$ cat src/rtl/bw_pkg.sv
// Shared types and widths for the bandwidth-edge path (edge finders, interpolator, bandwidth stage).
package bw_pkg;

    localparam int BW_ACCUM_W   = 16;
    localparam int BW_BIN_W     = 9;
    localparam int BW_THRESH_DB = 30;
    localparam int BW_FRAC_W    = 8;
    localparam int BW_EDGE_W    = BW_BIN_W + BW_FRAC_W;

    typedef enum logic [2:0] {
        IDLE = 3'd0,
        CHK  = 3'd1,
        DIV  = 3'd2,
        MUL  = 3'd3,
        DONE = 3'd4
    } bw_state_e;

endpackage

$ cat src/rtl/bw_serial_div.sv
// Unsigned restoring divider, one quotient bit per cycle; the first bit is resolved on the
// start cycle so done_o flags the cycle in which the last bit is produced (Q_W >= 2).
module bw_serial_div #(
    parameter int DVD_W = 25,
    parameter int DVS_W = 17,
    parameter int Q_W   = 9
) (
    input  logic             clk_i,
    input  logic             rst_i,
    input  logic             start_i,
    input  logic [DVD_W-1:0] dividend_i,
    input  logic [DVS_W-1:0] divisor_i,
    output logic [Q_W-1:0]   quot_o,
    output logic             done_o
);

    localparam int CW = $clog2(Q_W);

    logic [DVS_W-1:0] rem_q, rem_d, rem_sel;
    logic [DVS_W-1:0] dvs_q, dvs_d, dvs_sel;
    logic [Q_W-1:0]   dvd_q, dvd_d;
    logic [Q_W-1:0]   quo_q, quo_d;
    logic [CW-1:0]    cnt_q, cnt_d;
    logic             busy_q, busy_d;
    logic             bit_sel;
    logic [DVS_W:0]   trial;
    logic             take;

    always_comb begin
        // Caller guarantees the quotient fits Q_W bits, so the bits above the quotient
        // window are already a valid partial remainder (< divisor).
        rem_sel = start_i ? DVS_W'(dividend_i[DVD_W-1:Q_W]) : rem_q;
        bit_sel = start_i ? dividend_i[Q_W-1] : dvd_q[Q_W-1];
        dvs_sel = start_i ? divisor_i : dvs_q;
        trial   = {rem_sel, bit_sel};
        take    = (trial >= {1'b0, dvs_sel});

        rem_d  = rem_q;
        dvs_d  = dvs_q;
        dvd_d  = dvd_q;
        quo_d  = quo_q;
        cnt_d  = cnt_q;
        busy_d = busy_q;
        if (start_i || busy_q) begin
            rem_d  = DVS_W'(take ? trial - {1'b0, dvs_sel} : trial);
            dvs_d  = dvs_sel;
            dvd_d  = start_i ? {dividend_i[Q_W-2:0], 1'b0} : {dvd_q[Q_W-2:0], 1'b0};
            quo_d  = start_i ? {{(Q_W-1){1'b0}}, take} : {quo_q[Q_W-2:0], take};
            cnt_d  = start_i ? CW'(Q_W-1) : cnt_q - CW'(1);
            busy_d = start_i ? 1'b1 : (cnt_q != CW'(1));
        end
    end

    always_ff @(posedge clk_i or posedge rst_i) begin
        if (rst_i) begin
            rem_q  <= '0;
            dvs_q  <= '0;
            dvd_q  <= '0;
            quo_q  <= '0;
            cnt_q  <= '0;
            busy_q <= 1'b0;
        end else begin
            rem_q  <= rem_d;
            dvs_q  <= dvs_d;
            dvd_q  <= dvd_d;
            quo_q  <= quo_d;
            cnt_q  <= cnt_d;
            busy_q <= busy_d;
        end
    end

    assign quot_o = quo_q;
    assign done_o = busy_q && (cnt_q == CW'(1)) && !start_i;

endmodule

$ cat src/rtl/bw_edge_interp.sv
// Interpolates the fractional bin where the level crosses -THRESHOLD_DB between two bins.
// Build option BW_INTERP_ROUND_EN: round the interpolation fraction to nearest (halves up).
//
// state | meaning
// IDLE  | waiting for start_i, outputs hold last result
// CHK   | classify captured operands (no edge / inconsistent / divide)
// DIV   | serial divider producing the interpolation fraction
// MUL   | scale fraction by bin distance and add base bin
// DONE  | result registered; valid_o pulses on the way back to IDLE
module bw_edge_interp
    import bw_pkg::*;
#(
    parameter int ACCUM_WIDTH    = BW_ACCUM_W,
    parameter int FREQ_BIN_WIDTH = BW_BIN_W,
    parameter int THRESHOLD_DB   = BW_THRESH_DB,
    parameter int FRAC_BITS      = BW_FRAC_W
) (
    input  logic                                clk_i,
    input  logic                                rst_i,
    input  logic                                start_i,
    input  logic                                edge_valid_i,
    input  logic [FREQ_BIN_WIDTH-1:0]           f1_i,
    input  logic [FREQ_BIN_WIDTH-1:0]           f2_i,
    input  logic [ACCUM_WIDTH-1:0]              L1_i,
    input  logic [ACCUM_WIDTH-1:0]              L2_i,
    output logic [FREQ_BIN_WIDTH+FRAC_BITS-1:0] edge_o,
    output logic                                valid_o,
    output logic                                busy_o,
    output logic                                no_edge_o,
    output logic                                err_o
);

`ifdef BW_INTERP_ROUND_EN
    localparam int RND = 1;
`else
    localparam int RND = 0;
`endif
    localparam int SW    = ACCUM_WIDTH + 1;
    localparam int EW    = FREQ_BIN_WIDTH + FRAC_BITS;
    localparam int QB    = FRAC_BITS + 1;
    localparam int QW    = QB + RND;
    localparam int DVD_W = SW + FRAC_BITS + RND;

    bw_state_e                 state_q, state_d;
    logic                      ev_q, ev_d;
    logic [FREQ_BIN_WIDTH-1:0] f1_q, f1_d, f2_q, f2_d;
    logic [ACCUM_WIDTH-1:0]    l1_q, l1_d, l2_q, l2_d;
    logic [EW-1:0]             edge_q, edge_d;
    logic                      valid_q, valid_d;
    logic                      busy_q, busy_d;
    logic                      no_edge_q, no_edge_d;
    logic                      err_q, err_d;

    logic signed [SW-1:0]      num, den;
    logic                      chk_err;
    logic [FREQ_BIN_WIDTH-1:0] df;
    logic                      div_start, div_done;
    logic [QW-1:0]             quot;
    logic [QB-1:0]             q_use;
    logic [EW-1:0]             prod;
    logic [EW-1:0]             f1_fx;

    assign num     = {l1_q[ACCUM_WIDTH-1], l1_q} + SW'(THRESHOLD_DB);
    assign den     = {l1_q[ACCUM_WIDTH-1], l1_q} - {l2_q[ACCUM_WIDTH-1], l2_q};
    assign chk_err = num[SW-1] || den[SW-1] || (den == '0) || (f2_q < f1_q) || (num > den);
    assign df      = f2_q - f1_q;
    assign f1_fx   = {f1_q, {FRAC_BITS{1'b0}}};

    assign div_start = (state_q == CHK) && ev_q && !chk_err;

    // With rounding, one extra quotient bit carries the half-LSB.
    bw_serial_div #(
        .DVD_W (DVD_W),
        .DVS_W (SW),
        .Q_W   (QW)
    ) u_div (
        .clk_i      (clk_i),
        .rst_i      (rst_i),
        .start_i    (div_start),
        .dividend_i ({num, {(FRAC_BITS+RND){1'b0}}}),
        .divisor_i  (den),
        .quot_o     (quot),
        .done_o     (div_done)
    );

`ifdef BW_INTERP_ROUND_EN
    assign q_use = QB'((quot + QW'(1)) >> 1);
`else
    assign q_use = quot;
`endif

    // q <= 2^FRAC_BITS, so the sum never exceeds f2 << FRAC_BITS.
    assign prod = EW'(q_use) * EW'(df);

    always_comb begin
        state_d   = state_q;
        ev_d      = ev_q;
        f1_d      = f1_q;
        f2_d      = f2_q;
        l1_d      = l1_q;
        l2_d      = l2_q;
        edge_d    = edge_q;
        valid_d   = 1'b0;
        no_edge_d = no_edge_q;
        err_d     = err_q;

        case (state_q)
            IDLE: begin
                if (start_i) begin
                    ev_d      = edge_valid_i;
                    f1_d      = f1_i;
                    f2_d      = f2_i;
                    l1_d      = L1_i;
                    l2_d      = L2_i;
                    no_edge_d = 1'b0;
                    err_d     = 1'b0;
                    state_d   = CHK;
                end
            end
            CHK: begin
                if (!ev_q) begin
                    no_edge_d = 1'b1;
                    edge_d    = '0;
                    state_d   = DONE;
                end else if (chk_err) begin
                    err_d   = 1'b1;
                    edge_d  = f1_fx;
                    state_d = DONE;
                end else begin
                    state_d = DIV;
                end
            end
            DIV: begin
                if (div_done) state_d = MUL;
            end
            MUL: begin
                edge_d  = f1_fx + prod;
                state_d = DONE;
            end
            DONE: begin
                valid_d = 1'b1;
                state_d = IDLE;
            end
            default: state_d = IDLE;
        endcase

        busy_d = (state_d == CHK) || (state_d == DIV) || (state_d == MUL);
    end

    always_ff @(posedge clk_i or posedge rst_i) begin
        if (rst_i) begin
            state_q   <= IDLE;
            ev_q      <= 1'b0;
            f1_q      <= '0;
            f2_q      <= '0;
            l1_q      <= '0;
            l2_q      <= '0;
            edge_q    <= '0;
            valid_q   <= 1'b0;
            busy_q    <= 1'b0;
            no_edge_q <= 1'b0;
            err_q     <= 1'b0;
        end else begin
            state_q   <= state_d;
            ev_q      <= ev_d;
            f1_q      <= f1_d;
            f2_q      <= f2_d;
            l1_q      <= l1_d;
            l2_q      <= l2_d;
            edge_q    <= edge_d;
            valid_q   <= valid_d;
            busy_q    <= busy_d;
            no_edge_q <= no_edge_d;
            err_q     <= err_d;
        end
    end

    assign edge_o    = edge_q;
    assign valid_o   = valid_q;
    assign busy_o    = busy_q;
    assign no_edge_o = no_edge_q;
    assign err_o     = err_q;

endmodule

$ cat config.mk
export PLATFORM = sky130hd
export DESIGN_NAME = bw_edge_interp
export DESIGN_NICKNAME = d
export VERILOG_FILES = /design/src/rtl/bw_pkg.sv /design/src/rtl/bw_serial_div.sv /design/src/rtl/bw_edge_interp.sv
export SDC_FILE = /design/constraint.sdc
export NUM_CORES = 1
export LEC_CHECK = 0
export ABC_CLOCK_PERIOD_IN_PS = 8000
export BUFFER_PORTS_ARGS = -buffer_cell sky130_fd_sc_hd__buf_2
export CAP_MARGIN = 15
export CORE_UTILIZATION = 45
export CTS_CLUSTER_SIZE = 10
export DETAILED_ROUTE_END_ITERATION = 7
export GPL_ROUTABILITY_DRIVEN = 0
export PLACE_DENSITY_LB_ADDON = 0.25
export RECOVER_POWER = 100
export SLEW_MARGIN = 20
export SYNTH_ARGS = -nofsm -noshare
export SYNTH_HDL_FRONTEND = slang
export SYNTH_SLANG_ARGS = --single-unit
$ cat constraint.sdc
create_clock -name clk_i -period 8 [get_ports clk_i]
set_input_delay 2 -clock clk_i [delete_from_list [all_inputs] [get_ports clk_i]]
set_output_delay 2 -clock clk_i [all_outputs]
set_load 0.01 [all_outputs]
-- Word level (Yosys, flattened, before mapping)
Index checks and enable logic that the tools add are counted.
- $add $sub $neg: 6
- order comparisons: 3
- equal/unequal tests: 14
- muxes and demuxes: 23
- reduce and logical (&&, ||, !) cells: 21
- $mul: 1
- operator list (kind ; number):
    $mux W17 ; 5
    $pmux W17 S2 ; 1
    $ge A18 B17 Y1 ; 1
    $mux W9 ; 2
    $add A16 B6 Y17 const B ; 1
    $add A17 B17 Y17 ; 1
    $gt A17 B17 Y1 ; 1
    $logic_not A17 Y1 ; 1
    $mul A9 B9 Y17 ; 1
    $sub A16 B16 Y17 ; 1
    $sub A17 B17 Y17 ; 1
    $eq A3 B2 Y1 const B ; 4
    $mux W3 ; 4
    $pmux W3 S4 ; 1
    $lt A9 B9 Y1 ; 1
    $sub A9 B9 Y9 ; 1
    $ne A2 B2 Y1 const B ; 4
    $logic_or A1 B1 Y1 ; 7
    $mux W1 ; 7
    $eq A3 B1 Y1 const B ; 2
    $eq A4 B1 Y1 const B ; 1
    $logic_and A1 B1 Y1 ; 4
    $mux W4 ; 1
    $ne A4 B1 Y1 const B ; 1
    other kinds (10) ; 14
- input bits: 54
- register bits after elaboration: 132
- output and inout port bits: 21

-- Depth between registers and ports, before layout
- word-level depth: 14
- depth in mapped cells: 36
- depth with buffers taken out: 32

-- By module
Synthesis repeated with hierarchy kept, for this count alone.
- cells, all modules: 1193
- area, all modules: 11228.3 sq um
- modules (own cells, without submodules) (module ; times used ; area an instance (sq um) ; sequential area each (sq um) ; cells an instance):
    bw_edge_interp ; 1 ; 7732.4 ; 1876.8 ; 838
    bw_serial_div ; 1 ; 3495.9 ; 1401.3 ; 355

-- Worst setup path after synthesis
No wires, ideal clock.
- path type: register to register
- start point: register l1_q[0]
- end point: register u_div.rem_q[15]
- cell stages (with the launch flop): 33
- setup slack: 1.290 ns
- data required time: 7.880 ns
- setup time: 0.120 ns
- data arrival time: 6.590 ns
- clock period less this slack: 6.710 ns
- cells stage by stage: dfrtp_1 > inv_1 > ha_1 > fa_1 > nand2b_1 > a21oi_2 > o21ai_2 > a21oi_2 > o311ai_0 > and2_1 > inv_1 > ha_1 > a21o_1 > a2111oi_0 > o21ai_0 > o22ai_1 > and2_1 > o31ai_4 > nor2_1 > clkbuf_1 > nand2_1 > ha_1 > fa_1 > nand2b_1 > a21oi_1 > o21ai_0 > a21oi_1 > o21ai_0 > and2_1 > clkbuf_1 > a32o_1 > mux2_2 > a31o_2
- longest elaborated chain between the ends: 10
- elaborated cells on any way between the ends: 17
- those cells by class: 3 x add/sub; 2 x order compare; 4 x mux; 8 x reduce/logical
- RTL lines (element ; RTL line ; text):
    start: declaration ; bw_edge_interp.sv:47 ; logic [ACCUM_WIDTH-1:0] l1_q, l1_d, l2_q, l2_d;
    start signal: assignment ; bw_edge_interp.sv:168 ; l1_q <= l1_d;
    branches (longest 10 deep; another with $add A16 B6 Y17) ; - ;
    end signal: assignment ; bw_serial_div.sv:63 ; rem_q <= rem_d;
    end: declaration ; bw_serial_div.sv:19 ; logic [DVS_W-1:0] rem_q, rem_d, rem_sel;
Parallel ways; which one is timed is not known.
A chain may end at the register's enable or synchronous reset.

-- Worst setup path after layout
Same ends and word-level chain as after synthesis.

==> tab_implementation.tex <==
\begin{tabular}{lr}
\hline
Metric & Value \\
\hline
\multicolumn{2}{l}{\textbf{Detailed routing}} \\
Final WL & between 20 and 30 mm \\
Number of vias after detailed routing & 8655 \\
Detailed Route Iter0 Violations & between 400 and 500 \\
First-pass DRT Iterations & 5 \\
Antenna viol nets, final & 0 \\
Routed length per instance & between 15 and 20 um \\
Remaining DRCs & 0 \\
Via density & around 5.4 \\
\multicolumn{2}{l}{\textbf{STA}} \\
Final hold violation count & 0 \\
Max-slew violation count & approximately 210 \\
Clock tree skew after final layout & just over 10 ps \\
Setup TNS & 0 ps \\
RSZ-0062 raised after global routing & false \\
Relative slew margins & -140\% \\
Slew of the pin with the lowest slew margin & 3600 ps \\
Final Cycle Share & between 90\% and 100\% \\
Final-report setup violation count & 0 \\
FMAX & roughly 140 MHz \\
Period minus WS final & 7320 ps \\
\multicolumn{2}{l}{\textbf{CTS}} \\
Insertion delay to the later sink of the worst-skew pair & $\sim$430 ps \\
PostCTS Resize Cnt & 0 \\
Number of buffers created by CTS & 17 \\
CTS hold repair buffers & 0 \\
Maximum clock path buffer count & 2 \\
Number of H-tree levels & 4 \\
Library cell used as clock root buffer & sky130\_fd\_sc\_hd\_\_clkbuf\_16 \\
Setup fix buffers added after clock tree synthesis & 0 \\
Worst-path clk slew & about 60 ps \\
Clock net sink count & roughly 120 \\
CTS tree & built \\
\multicolumn{2}{l}{\textbf{Global route}} \\
Global Route met2 Usage & a little under two fifths \\
Grt total ovfl & 0 \\
Pin count of the biggest net entering global routing & 83 \\
Number of antenna violations at the first check in global routing & 0 \\
Met1 usage in global routing & 28.1\% \\
First-pass GRT wire length & 43.7 mm \\
Via count of the first global-routing pass & roughly 8600 \\
All-layer global routing usage & between 20\% and 30\% \\
Grt met3 use & 4.06\% \\
Top Usage Layer GRT & met2 \\
\multicolumn{2}{l}{\textbf{Floorplan}} \\
Area enclosed by the die boundary & between 0.02 and 0.03 mm2 \\
Die Y & 159 um \\
Number of I/O pins & 75 \\
Initial core utilization & between 40 and 50\% \\
\# rows & 56 \\
Core footprint & between 0.02 and 0.025 mm2 \\
Width of the die & $\sim$160 um \\
\multicolumn{2}{l}{\textbf{Worst setup path}} \\
Highest fanout seen on the critical path & 14 \\
Data arrival time at the worst-slack endpoint & approximately 7600 ps \\
Largest stage delay, worst path & 410 ps \\
Slowest cell on the critical path & sky130\_fd\_sc\_hd\_\_fa\_1 \\
CP Data Required Time & 8310 ps \\
CP Launch Type & register \\
WS Path Type & register to register \\
Type of element capturing the critical path & register \\
Most used cell, CP & sky130\_fd\_sc\_hd\_\_ha\_1 \\
\multicolumn{2}{l}{\textbf{Layout}} \\
Layout Area Growth over Synthesis & 10.8\% \\
Count of filler cells inserted in the layout & $\sim$2200 \\
Share of final-layout standard cells stronger than drive strength 1 & a little under an eighth \\
NumNets Final & 1500 \\
Total inserted antenna cells & 0 \\
\multicolumn{2}{l}{\textbf{Synth}} \\
Ys async rst share & 100\% \\
Top cells by area, synth & sky130\_fd\_sc\_hd\_\_dfrtp\_1 (28\%), sky130\_fd\_sc\_hd\_\_ha\_1 (11\%), sky130\_fd\_sc\_hd\_\_fa\_1 (11\%) \\
Area share of the largest cell type after synthesis & 27.9\% \\
Largest area contributor in the netlist & sky130\_fd\_sc\_hd\_\_dfrtp\_1 \\
Part of the Yosys area used for sequential elements & roughly 28\% \\
Library cells used by synthesis & 80 \\
EDFF count, synth & 0 \\
Nets in the synthesized netlist & about 1400 \\
Synthesis-stage register bit count & 123 \\
Post-Synthesis Cell Area & about 0.011 mm2 \\
Synth warn & 0 \\
Syn\_area\_per\_cell & 9.01 um2 \\
Prevailing post-synth register cell & sky130\_fd\_sc\_hd\_\_dfrtp\_1 \\
Number of instances in the synthesized netlist & about 1200 \\
\multicolumn{2}{l}{\textbf{Min path}} \\
Worst hold path class & register to register \\
\multicolumn{2}{l}{\textbf{Placement}} \\
\# port buffers & between 70 and 80 \\
HPWL after detailed placement & between 20 and 25 mm \\
\multicolumn{2}{l}{\textbf{Run status}} \\
Run status & finished with violations \\
Violations in the final reports & capacitance limit, slew limit \\
\multicolumn{2}{l}{\textbf{Job}} \\
Max-capacitance violation count & 3 \\
\hline
\end{tabular}
-- cell families (layout without fill, tap and decap cells) --
logic type / count (synthesis) / after routing / synth area share, %
buffers and inverters: 201 / 272 / 7.34
DFF: 123 / 123 / 27.9
adders and majority gates: 161 / 161 / 22.3
muxes: 56 / 56 / 5.47
AOI/OAI and AO/OA: 277 / 277 / 17.0
and+or+nand+nor: 347 / 347 / 15.0
xor gates and xnor gates: 61 / 61 / 5.03
-- metal layers --
layer / vias up / wire [um]
met5: - / 0
met2: 165 / 12800
met3: 46 / 923
met1: 4174 / 11900
li1: 4270 / -
met4: 0 / 880
-- Yosys cell counts, types with 9 or more instances --
library cell and instances:
sky130_fd_sc_hd__xnor2_1 35, sky130_fd_sc_hd__dfrtp_1 123, sky130_fd_sc_hd__a21o_1 28, sky130_fd_sc_hd__o22a_1 12
sky130_fd_sc_hd__a31oi_1 16, sky130_fd_sc_hd__nand2_1 151, sky130_fd_sc_hd__fa_1 60, sky130_fd_sc_hd__mux2i_1 21
sky130_fd_sc_hd__a21oi_1 42, sky130_fd_sc_hd__inv_1 157, sky130_fd_sc_hd__mux2_2 35, sky130_fd_sc_hd__nand2b_1 19
sky130_fd_sc_hd__clkbuf_1 30, sky130_fd_sc_hd__xor2_1 24, sky130_fd_sc_hd__o21ai_0 85, sky130_fd_sc_hd__nor3_1 13
sky130_fd_sc_hd__and2_1 39, sky130_fd_sc_hd__nand3_1 22, sky130_fd_sc_hd__nor2_1 52, sky130_fd_sc_hd__ha_1 101
sky130_fd_sc_hd__o21a_1 18, sky130_fd_sc_hd__nand4_1 9
-- final cells by class --
| class | count | area (um2) | area share (%) |
|---|---|---|---|
| Clock inverter | 10 | 118 | 0.960 |
| Inverter | 158 | 594 | 4.85 |
| Timing Repair Buffer | 83 | 424 | 3.46 |
| Tap cell | 319 | 399 | 3.26 |
| Sequential cell | 123 | 3080 | 25.1 |
| Multi-Input combinational cell | 902 | 7160 | 58.5 |
| Clock buffer | 21 | 470 | 3.84 |
-- worst max-delay path, delay by kind of cell, from the launching register on --
kind	cells	cell delay, ps
mux	1	250
buf+inv	3	430
flops	1	370
simple gates	7	1590
compound gates	15	3020
fa+ha+maj	5	1530
-- placed cells by master, fill, tap and decap left out, types with 21 or more instances in the layout --
| cell | count |
|---|---|
| sky130_fd_sc_hd__inv_1 | 157 |
| sky130_fd_sc_hd__nand2_1 | 151 |
| sky130_fd_sc_hd__dfrtp_1 | 123 |
| sky130_fd_sc_hd__ha_1 | 101 |
| sky130_fd_sc_hd__o21ai_0 | 85 |
| sky130_fd_sc_hd__fa_1 | 60 |
| sky130_fd_sc_hd__buf_2 | 52 |
| sky130_fd_sc_hd__nor2_1 | 51 |
| sky130_fd_sc_hd__a21oi_1 | 42 |
| sky130_fd_sc_hd__and2_1 | 37 |
| sky130_fd_sc_hd__mux2_2 | 35 |
| sky130_fd_sc_hd__xnor2_1 | 35 |
| sky130_fd_sc_hd__a21o_1 | 28 |
| sky130_fd_sc_hd__clkbuf_1 | 26 |
| sky130_fd_sc_hd__xor2_1 | 24 |
| sky130_fd_sc_hd__nand3_1 | 22 |
| sky130_fd_sc_hd__mux2i_1 | 21 |
-- sequential cells by signal (all words and copies together) (netlist names) --
signal        flops
u_div.busy_q      1
l1_q             16
l2_q             16
err_o             1
valid_o           1
u_div.quot_o      9
u_div.rem_q      17
u_div.dvs_q      17
f1_q              9
no_edge_o         1
state_q           3
ev_q              1
edge_o           17
f2_q              9
busy_o            1
u_div.cnt_q       4
-- final timing paths --
check	from	depth (start not counted)	end	slack, ps
min in group asynchronous	rst_i	2	l1_q[11]	2400
setup reg to reg	l1_q[0]	31	u_div.rem_q[15]	680
max in group asynchronous	rst_i	3	u_div.rem_q[4]	1640
setup / recovery	l1_q[0]	31	u_div.rem_q[15]	680
hold reg to reg	u_div.dvs_q[13]	2	u_div.dvs_q[13]	480
hold / removal	u_div.dvs_q[13]	2	u_div.dvs_q[13]	480
-- stage by stage --
step	hold slack, ps	area [um2]	cells	worst slack [ps]	utilization, %
floorplan	439	11000	1226	1290	-
global placement	459	11700	1585	799	49.3
detailed placement	471	11700	1585	664	49.3
CTS	485	12300	1616	615	51.7
global route	506	12200	1616	44.6	51.6
finish	477	12200	1616	681	51.6
Power is not shown: default switching activity piles up to over one toggle a cycle in this logic, so the estimate is an artifact.
